`src/rtl/uart_pkg.sv`:
```
// rtl/uart_pkg.sv - shared UART types and constants
package uart_pkg;

  localparam int UART_DATA_W       = 8;
  localparam int UART_CLKS_PER_BIT = 868;

  typedef enum logic [1:0] {
    IDLE,
    START,
    DATA,
    STOP
  } uart_rx_state_t;

endpackage

```
`src/rtl/uart_rx_fifo.sv`:
```
// rtl/uart_rx_fifo.sv - byte FIFO with show-ahead head data and empty/full status
module uart_rx_fifo #(
  parameter int DEPTH = 16,
  parameter int W     = 8
) (
  input  logic         clk,
  input  logic         resetn,
  input  logic         push,
  input  logic [W-1:0] push_data,
  input  logic         pop,
  output logic [W-1:0] head,
  output logic         empty,
  output logic         full
);

  localparam int              AW       = $clog2(DEPTH);
  localparam logic [AW:0]     CNT_FULL = (AW+1)'(DEPTH);

  logic [W-1:0]  mem [DEPTH];
  logic [AW-1:0] wr_ptr;
  logic [AW-1:0] rd_ptr;
  logic [AW:0]   count;
  logic          do_push;
  logic          do_pop;

  assign empty   = (count == '0);
  assign full    = (count == CNT_FULL);
  assign do_pop  = pop && !empty;
  // A pop in the same cycle frees the slot, so a full FIFO can still accept.
  assign do_push = push && (!full || do_pop);
  assign head    = empty ? '0 : mem[rd_ptr];

  always_ff @(posedge clk) begin
    if (do_push) begin
      mem[wr_ptr] <= push_data;
    end
  end

  always_ff @(posedge clk) begin
    if (!resetn) begin
      wr_ptr <= '0;
      rd_ptr <= '0;
      count  <= '0;
    end else begin
      if (do_push) begin
        wr_ptr <= wr_ptr + 1'b1;
      end
      if (do_pop) begin
        rd_ptr <= rd_ptr + 1'b1;
      end
      case ({do_push, do_pop})
        2'b10:   count <= count + 1'b1;
        2'b01:   count <= count - 1'b1;
        default: count <= count;
      endcase
    end
  end

endmodule

```
`src/rtl/uart_rx.sv`:
```
// rtl/uart_rx.sv - 8N1 UART receiver with sticky overrun/frame-error flags
// UART_RX_FIFO_EN selects a FIFO_DEPTH-entry buffer; otherwise a single holding register.
module uart_rx
  import uart_pkg::*;
#(
  parameter int CLKS_PER_BIT = UART_CLKS_PER_BIT,
  parameter int FIFO_DEPTH   = 16
) (
  input  logic                   sys_clk_i,
  input  logic                   sys_rstn_i,
  input  logic                   uart_rx_i,
  input  logic                   uart_rd_i,
  input  logic                   uart_clr_i,
  output logic [UART_DATA_W-1:0] uart_dat_o,
  output logic                   uart_valid_o,
  output logic                   uart_ovf_o,
  output logic                   uart_ferr_o
);

  localparam int            BW          = $clog2(CLKS_PER_BIT);
  localparam logic [BW-1:0] HALF_RELOAD = BW'(CLKS_PER_BIT/2 - 1);
  localparam logic [BW-1:0] FULL_RELOAD = BW'(CLKS_PER_BIT - 1);

  logic                   rx_meta;
  logic                   rx_s;
  uart_rx_state_t         state;
  logic [BW-1:0]          baud_cnt;
  logic [2:0]             bit_cnt;
  logic [UART_DATA_W-1:0] shift;
  logic                   baud_done;
  logic                   push;
  logic                   ferr_set;
  logic                   drop;

  assign baud_done = (baud_cnt == '0);
  assign push      = (state == STOP) && baud_done && rx_s;
  assign ferr_set  = (state == STOP) && baud_done && !rx_s;

  always_ff @(posedge sys_clk_i) begin
    if (!sys_rstn_i) begin
      rx_meta <= 1'b1;
      rx_s    <= 1'b1;
    end else begin
      rx_meta <= uart_rx_i;
      rx_s    <= rx_meta;
    end
  end

  // Stop-bit handling returns to IDLE at mid-bit so a back-to-back start edge is not missed.
  always_ff @(posedge sys_clk_i) begin
    if (!sys_rstn_i) begin
      state    <= IDLE;
      baud_cnt <= '0;
      bit_cnt  <= '0;
      shift    <= '0;
    end else begin
      case (state)
        IDLE: begin
          if (!rx_s) begin
            bit_cnt  <= '0;
            baud_cnt <= HALF_RELOAD;
            state    <= START;
          end
        end
        START: begin
          if (!baud_done) begin
            baud_cnt <= baud_cnt - 1'b1;
          end else if (rx_s) begin
            state <= IDLE;
          end else begin
            baud_cnt <= FULL_RELOAD;
            state    <= DATA;
          end
        end
        DATA: begin
          if (!baud_done) begin
            baud_cnt <= baud_cnt - 1'b1;
          end else begin
            shift    <= {rx_s, shift[UART_DATA_W-1:1]};
            baud_cnt <= FULL_RELOAD;
            if (bit_cnt == 3'd7) begin
              state <= STOP;
            end else begin
              bit_cnt <= bit_cnt + 1'b1;
            end
          end
        end
        STOP: begin
          if (!baud_done) begin
            baud_cnt <= baud_cnt - 1'b1;
          end else begin
            state <= IDLE;
          end
        end
        default: state <= IDLE;
      endcase
    end
  end

`ifdef UART_RX_FIFO_EN
  logic fifo_empty;
  logic fifo_full;

  uart_rx_fifo #(
    .DEPTH (FIFO_DEPTH),
    .W     (UART_DATA_W)
  ) u_fifo (
    .clk       (sys_clk_i),
    .resetn    (sys_rstn_i),
    .push      (push),
    .push_data (shift),
    .pop       (uart_rd_i),
    .head      (uart_dat_o),
    .empty     (fifo_empty),
    .full      (fifo_full)
  );

  assign uart_valid_o = !fifo_empty;
  assign drop         = push && fifo_full && !uart_rd_i;
`else
  logic [UART_DATA_W-1:0] hold_dat;
  logic                   hold_valid;
  logic                   hold_pop;

  // Depth only matters for the FIFO build.
  if (FIFO_DEPTH < 1) begin : g_depth_unused
  end

  assign hold_pop     = uart_rd_i && hold_valid;
  assign uart_valid_o = hold_valid;
  assign uart_dat_o   = hold_valid ? hold_dat : '0;
  assign drop         = push && hold_valid && !uart_rd_i;

  always_ff @(posedge sys_clk_i) begin
    if (!sys_rstn_i) begin
      hold_dat   <= '0;
      hold_valid <= 1'b0;
    end else if (push && (!hold_valid || hold_pop)) begin
      hold_dat   <= shift;
      hold_valid <= 1'b1;
    end else if (hold_pop) begin
      hold_valid <= 1'b0;
    end
  end
`endif

  // Set events are applied after the clear so they win a same-cycle tie.
  always_ff @(posedge sys_clk_i) begin
    if (!sys_rstn_i) begin
      uart_ovf_o  <= 1'b0;
      uart_ferr_o <= 1'b0;
    end else begin
      if (uart_clr_i) begin
        uart_ovf_o  <= 1'b0;
        uart_ferr_o <= 1'b0;
      end
      if (drop) begin
        uart_ovf_o <= 1'b1;
      end
      if (ferr_set) begin
        uart_ferr_o <= 1'b1;
      end
    end
  end

endmodule

```
`config.mk`:
```
export PLATFORM = sky130hd
export DESIGN_NAME = uart_rx
export DESIGN_NICKNAME = d
export VERILOG_FILES = /design/src/rtl/uart_pkg.sv /design/src/rtl/uart_rx_fifo.sv /design/src/rtl/uart_rx.sv
export SDC_FILE = /design/constraint.sdc
export NUM_CORES = 1
export LEC_CHECK = 0
export ABC_AREA = 1
export CELL_PAD_IN_SITES_DETAIL_PLACEMENT = 1
export CELL_PAD_IN_SITES_GLOBAL_PLACEMENT = 1
export CORE_UTILIZATION = 37
export DETAILED_ROUTE_END_ITERATION = 8
export PLACE_DENSITY = 0.71
export SLEW_MARGIN = 20
export SYNTH_ARGS = -nofsm -noshare
export SYNTH_HDL_FRONTEND = slang
export SYNTH_HIERARCHICAL = 1
export SYNTH_SLANG_ARGS = --single-unit
```
`constraint.sdc`:
```
create_clock -name sys_clk_i -period 1.5 [get_ports sys_clk_i]
set_input_delay 0.15 -clock sys_clk_i [delete_from_list [all_inputs] [get_ports sys_clk_i]]
set_output_delay 0.15 -clock sys_clk_i [all_outputs]
set_load 0.005 [all_outputs]
```
==> impl_metrics.toml, run 1 <==
[power_and_ir_drop]
pwr-share-comb_pct = 63.4
p_sw_mw = 2.79
irDropWorstVdd_mv = 1.09
swShare_pct = 46.7
clock_power_share_pct = 14.8
p_per_area_nw_per_um2 = 2180
p_int_mw = 3.18
p_leak_nw = 1.25
pwr-share-seq_pct = 21.8

[cells_and_area]
mostFrequentLayoutCells = "42 x nor2_1, 38 x nand2_1, 31 x dfxtp_1, 28 x inv_1, 28 x buf_4"
nNetsFinal = 333
n_antenna_cell = 0
multi_input_area_um2 = 1230
final_common_cell = "nor2_1"
seqCellArea_um2 = 727
nFillCells = 588
area_growth_pct = 48.7
layout-drive-gt1-share_pct = 36.1

[timing]
finClkSkew_ps = 14.5
fmax_mhz = 599
grt_setup_unrepaired = "yes"
slew_violations = 0
worstMarginPinSlew_ps = 325
period_needed_ps = 1670
hold_viol = 0
period_share_pct = 111
setup_slack_ps = -169
slew_headroom_pct = 78.2
tns_ps = -2290
finalSetupViolations = 26

[global_routing]
grt_max_degree = 26
grt_pass1_wl_mm = 9.61
antenna_found_initial = 0
grt_usage_pct = 23.9
grt_overflow_total = 0
grt_pass1_vias = 2042

[worst_setup_path]
reg2reg_to = "baud_cnt[1]"
cpMaxStageDelayCell = "dfxtp_2"
worstPathRequired_ps = 1730
worstReg2RegStart = "baud_cnt[1]"
start_kind = "flip-flop"
worst-path-max-fanout = 5
cpPeakStageDelay_ps = 340
path_cells = "inv_2 > ha_4 > inv_2 > nor2_4 > nand3_4 > nor2_8 > buf_12 > nand2_8 > nand2_8 > buf_12 > nand2_1 > a21oi_2"
endpoint_kind = "flip-flop"
reg2regPathDepth = 12
arrival_ps = 1900
rrSetupSlack_ps = -170
path_class = "reg2reg"

[logic_synthesis]
syn_area_per_cell_um2 = 6.89
synth-compound-area-share_pct = 10.2
synth_top_family_by_area = "simple AND/OR/NAND/NOR gates"
synth_seq_area_share_pct = 39.1
synth_warnings = 6
synth.net_count = 281
yosys.area_share.simple_pct = 35.7
synth_seq_cells = 36
yosys-mux-area-fraction_pct = 0
synth_xor_area_share_pct = 1.42
syn_inst = 268
synth.cell_area_um2 = 1850
synthDistinctLibCells = 25
synthAdderAreaFrac_pct = 5.42

[run_status]
violations = "negative setup slack"
status = "finished, violations left"

[floorplan]
row_count = 25
core-area_um2 = 4750
die_w_um = 72.6
initial_core_util_pct = 38.8
pin_count = 16
dieHeight_um = 72.6
dieArea_um2 = 5270

[job]
max_cap_viol_count = 0

[clocking]
cts-root-buf = "clkbuf_8"
clk_pin_slew_ps = 90
numCtsBuffers = 5
ctsHtreeMaxLevel = 2
clock_path_buffers = 2
ctsHoldBuffers = 0
insertion_delay_ps = 300
cts_tree = "done"
cts_sinks = 36

[placement]
routabilityCongestion = 0.741
place_hpwl_mm = 3.87
numPortBuffers = 15
pre_cts_ws_ps = -105

[drt]
drtIter0Drc = 64
vias = 1902
detail-route-antenna-nets = 0
viasPerCell = 4.90
drc = 0
wl_per_cell_um = 15.5
drt-total-wl_mm = 6.02
first_pass_iters = 4

[worst_hold_path]
worstHoldStart = "uart_rx_i"
hold_path_depth = 2
min_to = "rx_meta"
hp-class = "in2reg"
## critical path: cells and delay by family, from the launching register on
family | cells | cell delay (ps)
AO/OA/AOI/OAI | 1 | 150
adder cells (fa/ha/maj) | 1 | 140
buffers and inverters | 4 | 360
flip-flops | 1 | 340
AND/OR/NAND/NOR | 6 | 620
## how the worst max path moves through the flow
stage	start	to	slack, ps	cells past startpoint
floorplan	state[0]	shift[0]	0.8	7
global placement	baud_cnt[0]	baud_cnt[1]	-30	10
detailed placement	baud_cnt[0]	hold_dat[2]	-110	11
CTS	baud_cnt[0]	hold_dat[2]	-130	11
global route	baud_cnt[1]	flip-flop	-220	13
finish	baud_cnt[1]	baud_cnt[1]	-170	12
## timing repair
action | CTS | global route
pin swaps | 18 | 16
buffers inserted | 7 | 3
resized for setup | 44 | 53
setup endpoints to repair | 28 | 40
## kinds of logic (layout without fill, tap and decap cells)
group	count (synthesis)	count (layout)
AOI/OAI and AO/OA	37	37
xor gates and xnor gates	3	3
adders and majority gates	8	8
buffers and inverters	40	93
DFF	36	36
and+or+nand+nor	144	144
## Yosys cell counts
library cell,number,share of area (%)
ha_1,8,5.4
o21ai_1,1,0.27
nor2_1,51,10
inv_1,32,6.5
nor2_8,1,1.1
o21a_1,1,0.41
nand4_1,4,1.4
o21ai_0,22,6.0
nand2_4,2,1.2
nand3_1,16,4.3
dfxtp_1,36,39
or2_2,3,1.0
a21oi_1,13,3.5
xor2_1,2,0.95
nor3_1,8,2.2
nand3_2,1,0.54
nor2_4,2,1.2
nand2_1,53,11
xnor2_1,1,0.47
inv_2,3,0.61
nand2_2,2,0.68
buf_2,1,0.27
nand3_4,1,0.95
clkbuf_1,3,0.61
clkinv_1,1,0.20
## power groups by stage
| stage | clock network, mW | registers, mW | logic, mW |
|---|---|---|---|
| floorplan | 0 | 1.24 | 1.63 |
| global placement | 0 | 1.28 | 2.43 |
| detailed placement | 0 | 1.28 | 2.49 |
| CTS | 0.895 | 1.27 | 3.19 |
| global route | 0.942 | 1.32 | 4.10 |
| finish | 0.883 | 1.30 | 3.79 |
## sequential cells by signal (all words and copies together) (netlist names), named ones only
name          cells
baud_cnt         10
hold_dat          8
shift             8
bit_cnt           3
rx_meta           1
rx_s              1
state             1
uart_ferr_o       1
uart_ovf_o        1
uart_valid_o      1
## per-stage QoR
stage / total power, mW / cells / util [%] / hold WS [ps] / area [um2]
after floorplan: 2.87 / 268 / - / 257 / 1850
after global placement: 3.71 / 374 / 48.1 / 400 / 2290
after detailed placement: 3.77 / 374 / 48.1 / 428 / 2290
after CTS: 5.36 / 388 / 54.8 / 423 / 2600
after global routing: 6.36 / 388 / 57.7 / 426 / 2740
final: 5.97 / 388 / 57.7 / 426 / 2740
## layout make-up
type	instances	share of cell area [%]
clock buffer	5	2.51
clock inverter	3	1.55
inverter	36	5.29
sequential	36	26.5
multi-input combinational	192	44.9
timing repair buffer	49	16.2
tap	67	3.06
## routing by layer
| layer | global-route usage, % | wire, um |
|---|---|---|
| met5 | 0 | 0 |
| met1 | 29.4 | 2770 |
| met3 | 4.56 | 135 |
| met4 | 8.71 | 99 |
| met2 | 41.3 | 3010 |
Power figures use the tool's default switching activity.
==> run 2: changes to the inputs <==
Settings changed: CORE_UTILIZATION 37 to 38, PLACE_DENSITY 0.71 to 0.7.
Clock period 1.5 ns to 1.95 ns, I/O delays scaled along.
==> impl_metrics.toml, run 2 (synthesized netlist as in run 1, its figures left out) <==
[global_routing]
grt_pass1_wl_mm = 7.97
grt_max_degree = 26
antenna_found_initial = 0
grt_usage_pct = 20.0
grt_pass1_vias = 1687
grt_overflow_total = 0

[cells_and_area]
layout-drive-gt1-share_pct = 9.59
n_antenna_cell = 0
mostFrequentLayoutCells = "53 x nand2_1, 50 x nor2_1, 36 x dfxtp_1, 32 x inv_1, 22 x o21ai_0"
utilization_pct = 48.2
nFillCells = 601
reg.largest.list = "baud_cnt x10, hold_dat x8, shift x8"
max_flop_register = "baud_cnt"
area_growth_pct = 17.6
final_common_cell = "nand2_1"
multi_input_area_um2 = 976
seqCellArea_um2 = 721
nNetsFinal = 305
largest_reg_flops = 10

[timing]
setup_slack_ps = 179
grt_setup_unrepaired = "no"
slew_violations = 0
finalSetupViolations = 0
hold_viol = 0
period_share_pct = 90.8
worstMarginPinSlew_ps = 453
tns_ps = 0
fmax_mhz = 565
slew_headroom_pct = 69.7
finClkSkew_ps = 6.63
period_needed_ps = 1770

[worst_setup_path]
cpPeakStageDelay_ps = 320
endpoint_kind = "flip-flop"
path_delay_family = "simple AND/OR/NAND/NOR gates"
rrSetupSlack_ps = 180
path_class = "reg2reg"
reg2regPathDepth = 11
arrival_ps = 1950
cp_num_buf_inv = 3
crit_cells = 11
cpMaxStageDelayCell = "dfxtp_1"
path_cells = "inv_1 > ha_1 > inv_1 > nor2_2 > nand3_2 > nor2_8 > nand3_4 > nor2_4 > inv_2 > nor2_1 > nor2_1"
start_kind = "flip-flop"
worstPathRequired_ps = 2130
worst-path-max-fanout = 8

[power_and_ir_drop]
irDropWorstVdd_mv = 0.605
swShare_pct = 47.3
clock_power_share_pct = 16.0
p_per_area_nw_per_um2 = 1430
pwr-share-seq_pct = 31.4
p_leak_nw = 1.07
pwr-share-comb_pct = 52.6
p_int_mw = 1.64
p_sw_mw = 1.47

[job]
max_cap_viol_count = 0

[floorplan]
initial_core_util_pct = 41.0
die_w_um = 71.7
dieHeight_um = 71.7
dieArea_um2 = 5140
core-area_um2 = 4500
pin_count = 16
row_count = 24

[drt]
drc = 0
viasPerCell = 5.00
detail-route-antenna-nets = 0
vias = 1720
drt-total-wl_mm = 4.68
first_pass_iters = 4
drtIter0Drc = 70
wl_per_cell_um = 13.6

[clocking]
clk_pin_slew_ps = 70
clock_path_buffers = 2
ctsHoldBuffers = 0
cts-root-buf = "clkbuf_8"
cts_tree = "done"
ctsHtreeMaxLevel = 2
numCtsBuffers = 5
insertion_delay_ps = 290
cts_sinks = 36

[placement]
place_hpwl_mm = 3.55
routabilityCongestion = 0.824
numPortBuffers = 15
pre_cts_ws_ps = 229

[worst_hold_path]
hp-class = "reg2reg"
hold_path_depth = 1

[run_status]
status = "finished, final reports clean"
run 2: cell types whose count changed in the layout (fill, tap and decap cells not counted), sizes merged:
cell | previous run | this run
clkbuf | 5 | 6
buf | 34 | 6
bufinv | 1 | 0
clkinvlp | 1 | 0
run 2: worst register-to-register path, cell delays in order (launching register included):
cell	delay (ps)
dfxtp_1	320
inv_1	100
ha_1	150
inv_1	50
nor2_2	140
nand3_2	140
nor2_8	170
nand3_4	100
nor2_4	200
inv_2	110
nor2_1	120
nor2_1	70
run 2: path summary, 6_finish.rpt:
path | from | endpoint
setup / recovery | baud_cnt[0] | hold_dat[3]
hold / removal | rx_meta | rx_s
setup reg to reg | baud_cnt[0] | hold_dat[3]
hold reg to reg | rx_meta | rx_s
run 2: metrics by stage:
stage               cell area [um2]  power [mW]  hold WS [ps]  cells
CTS                            2150        3.12           426    342
floorplan                      1850        2.20           302    268
detailed placement             2070        2.60           409    335
global route                   2170        3.38           428    344
finish                         2170        3.11           422    344
global placement               2070        2.59           403    335
run 2: cell type report:
cell class / instances / area share (%)
timing repair buffer: 21 / 9.00
tap: 52 / 3.00
clock buffer: 6 / 3.34
inverter: 36 / 6.23
sequential: 36 / 33.2
clock inverter: 1 / 0.231
multi-input combinational: 192 / 45.0
run 2: repair_timing:
action / in CTS / in global routing
setup endpoints to repair: 0 / 8
gates resized for setup: 0 / 1
buffers inserted: 0 / 2
run 2: power groups by stage:
stage,Clock (mW),Combinational (mW),Sequential (mW)
floorplan,0,1.25,0.954
global placement,0,1.60,0.992
detailed placement,0,1.61,0.993
CTS,0.516,1.63,0.978
global route,0.549,1.83,0.999
finish,0.497,1.64,0.977
run 2: routing by layer:
layer  GRT usage, %  up-vias  wire length [um]
met5              0        -                 0
met4           7.84        0                66
met3           3.38        7               140
met2           31.6       25              2100
met1           27.2      800              2370
li1               -      888                 -
==> patch 1: new RTL, settings of run 1 <==
Set the package constant `UART_DATA_W` to 10 (it was 8).
--- a/src/rtl/uart_pkg.sv
+++ b/src/rtl/uart_pkg.sv
@@ -2,5 +2,5 @@
 package uart_pkg;
 
-  localparam int UART_DATA_W       = 8;
+  localparam int UART_DATA_W       = 10;
   localparam int UART_CLKS_PER_BIT = 868;
 
Ports: changed (resized uart_dat_o); port bits go from 16 to 18. No check against the original RTL was run, so the function may have changed too.
==> patch 1 against run 1 <==
The run still ends with negative setup slack left; total power decreased by 20%; routed wire length decreased by 3.3%; global-route usage decreased by 1.4 points; sequential power increased by 5%; core utilization decreased by 3.9 points; sequential cell count increased by 4; design area increased by 0.82%; via count increased by 5.4%; die area increased by 7.2%; worst setup slack improved by 0.057 ns; non-clock buffer count increased by 7; area after synthesis increased by 7.4%; critical path type unchanged; critical endpoint is now hold_dat[7]$_SDFFE_PN0P_; largest power group unchanged.
==> patch 1: results <==
status:
  outcome: "finished with violations"
  violations: "negative setup slack"
sta:
  setup_viol: 25
  fin_hold_ws_ns: 0.415
  slew-limit-headroom_pct: 77.2
  finClkSkew_ns: 0.00496
  fin_ws_ns: -0.112
  timing.setup.tns_ns: -1.58
routing:
  via_count: 2005
  dr_wl_met3_um: 143
  routed_wl_um: 5820
  wl_met1_um: 2610
  drt_iter0_drc: 81
  wl_met2_um: 2960
pwr:
  p_int_w: 0.00277
  seq_power_w: 0.00137
  peakVddDrop_uv: 777
  p_leak_nw: 1.38
  switching_share_pct: 42.3
  clkPwrFrac_pct: 19.2
place:
  dp_slack_ns: -0.0689
  place_congestion: 0.806
  place_inst: 393
  port_buffers: 17
  place.detailed.hpwl_um: 3770
  dpl_cell_area_um2: 2390
yosys:
  yosysWarnings: 6
  ys_top_cells_by_count: "nand2_1, nor2_1, inv_1"
  synth_fa_ha_area_share_pct: 5.05
  synthXorXnorAreaFrac_pct: 1.33
  yosysSeqAreaShare_pct: 40.4
  synthesis.area_per_instance_um2: 6.91
  muxShareOfSynthArea_pct: 0
  synth_area_leaders: "dfxtp_1, nand2_1, nor2_1"
  synth_compound_area_share_pct: 13.4
  synth_nets: 300
  synth.distinct_cells: 23
cells_and_area:
  final_cells: 417
  top_regs: "baud_cnt: 10 flops, hold_dat: 10 flops, shift: 10 flops"
  nets: 359
  antenna_cells: 0
  fillers: 691
  drive_above_1_share_pct: 28.8
global_routing:
  grt_pass1_wl_um: 9360
  grt_start_max_net_pins: 16
  grt_util_all_layers_pct: 22.5
setup_path:
  cp-endpoint: "hold_dat[7]$_SDFFE_PN0P_"
  crit_family: "simple AND/OR/NAND/NOR gates"
  worstRegToRegCells: 11
  crit_arrival_ns: 1.81
  crit_fanout: 5
  slowest_stage: "dfxtp_2"
  startpoint: "baud_cnt[0]$_SDFFE_PN0P_"
clock_network:
  root_buffer: "clkbuf_8"
  cts_max_path_buffers: 2
## patch 1: changes by cell type after synthesis, moves of 4 or more
cell / change
a21oi_1: +10
inv_1: +10
o21ai_1: +10
nor3_1: -8
nor2_1: -6
o21ai_0: -6
dfxtp_1: +4
nand2_1: +4
## patch 1: area by class of cell
class	instances	area (um2)	area share, %
multi-input combinational	197	1100	39.6
sequential	40	810	29.3
timing repair buffer	56	473	17.1
inverter	45	176	6.38
tap	70	87.6	3.17
clock buffer	5	68.8	2.49
clock inverter	3	47.5	1.72
timing repair inverter	1	7.51	0.271
## patch 1: what timing repair did
item | CTS | global route
setup endpoints to repair | 32 | 36
pin swaps | 4 | 7
hold buffers | 0 | 0
resized for setup | 38 | 37
hold endpoints to repair | 0 | 0
buffers inserted | 9 | 5
gates cloned | 2 | 0
## patch 1: per-layer routing
metal,GRT usage (%),vias up
met5,0,-
met4,7.41,0
met3,4.15,8
met2,40.6,28
met1,26.8,949
li1,-,1020
==> patch 2: new RTL, flow settings as in run 1 <==
Without the edit above. Register the output `uart_dat_o`, with the module's reset; this adds one clock of latency there. The other outputs are not delayed to match.
--- a/src/rtl/uart_rx.sv
+++ b/src/rtl/uart_rx.sv
@@ -129,5 +129,11 @@
   assign hold_pop     = uart_rd_i && hold_valid;
   assign uart_valid_o = hold_valid;
-  assign uart_dat_o   = hold_valid ? hold_dat : '0;
+  always_ff @(posedge sys_clk_i) begin
+    if (!sys_rstn_i) begin
+      uart_dat_o <= '0;
+    end else begin
+      uart_dat_o <= hold_valid ? hold_dat : '0;
+    end
+  end
   assign drop         = push && hold_valid && !uart_rd_i;
 
Formal check against the unedited RTL: no difference found for any inputs over 10 cycles, from zero or initial values and one cycle with sys_rstn_i low; that may be too few to reach the edited logic, so the function may still have changed.
==> patch 2 against run 1 <==
The flow still finishes with violations (negative setup slack); worst setup slack improved by 0.16 ns; routed wire length decreased by 0.48%; non-clock buffer count rose by 4; area after synthesis grew 12%; design area is 8.8% higher; sequential cell count up 8; highest routed layer unchanged.
Power is not compared: it rests on default switching activity, and its combinational part moved more than twofold at a synthesized area within 25%.
==> patch 2: results <==
status:
  outcome: "finished with violations"
  violations: "negative setup slack"
setup_path:
  worstRegToRegCells: 10
  crit_arrival_ns: 1.74
  reg2reg_from: "baud_cnt[0]$_SDFFE_PN0P_"
sta:
  finClkSkew_ns: 0.00748
  setup_viol: 1
  fin_ws_ns: -0.00719
place:
  place_inst: 407
cells_and_area:
  nMultiInputCombCells: 209
  signal_buffer_area_fraction_pct: 14.8
  seq-cell-share_pct: 29.9
  seq_cells: 44
  final-clk-cell-share_pct: 3.60
  nets: 362
  clkbuf_count: 6
  n_all_buffers: 53
  drive_above_1_share_pct: 36.0
  fillers: 633
  multiInputGateArea_um2: 1310
routing:
  routed_wl_um: 5990
  drt-vias-per-instance: 4.85
  drt_iter0_drc: 75
yosys:
  synth_area_leaders: "dfxtp_1, nand2_1, nor2_1"
  ys_top_cells_by_count: "nand2_1, nor2_1, dfxtp_1"
  syn_inst: 292
  yosysSeqAreaShare_pct: 42.6
  synth_nets: 305
patch 2: cell types whose count changed after synthesis, sizes merged, moves of 3 or more:
cell   before  now
o21ai      23    7
nand3      18   26
nand2      57   76
a21oi      13   21
nor2       54   57
nor3        8    2
dfxtp      36   44
patch 2: what timing repair did:
action / CTS / global route
buffers inserted: 1 / 2
cloned: 2 / 0
endpoints found under the setup margin: 26 / 31
gates resized for setup: 15 / 73
pin swaps: 3 / 37
patch 2: worst register-to-register path, stage by stage (launching register included):
cell and delay (ns):
dfxtp_2 0.33, inv_2 0.07, ha_4 0.13, inv_2 0.04, nor2_4 0.16, nand3_2 0.12, nor2_4 0.20, nand2_4 0.11
nand3_1 0.09, nand2_1 0.06, a21oi_1 0.13
patch 2: cells by family after synthesis:
logic type | synth area share, %
XOR/XNOR | 0.847
buffers and inverters | 7.99
AO/OA/AOI/OAI | 6.78
flip-flops | 42.6
adder cells (fa/ha/maj) | 4.84
AND/OR/NAND/NOR | 37.0
patch 2: metal layers:
metal	global-route usage (%)	vias to the layer above	wire length, um
li1	-	1035	-
met1	27.5	982	2870
met2	36.2	17	2970
met3	3.57	5	111
met4	5.19	0	35
met5	0	-	0
patch 2: worst min path at each step:
stage | from | end | slack, ns | depth (start not counted)
after floorplan | uart_rx_i | rx_meta$_SDFF_PN1_ | 0.26 | 1
after global placement | rx_meta$_SDFF_PN1_ | rx_s$_SDFF_PN1_ | 0.40 | 1
after detailed placement | rx_meta$_SDFF_PN1_ | rx_s$_SDFF_PN1_ | 0.41 | 1
after CTS | uart_rx_i | rx_meta$_SDFF_PN1_ | 0.41 | 2
after global routing | uart_rx_i | rx_meta$_SDFF_PN1_ | 0.41 | 2
final | uart_rx_i | rx_meta$_SDFF_PN1_ | 0.41 | 2
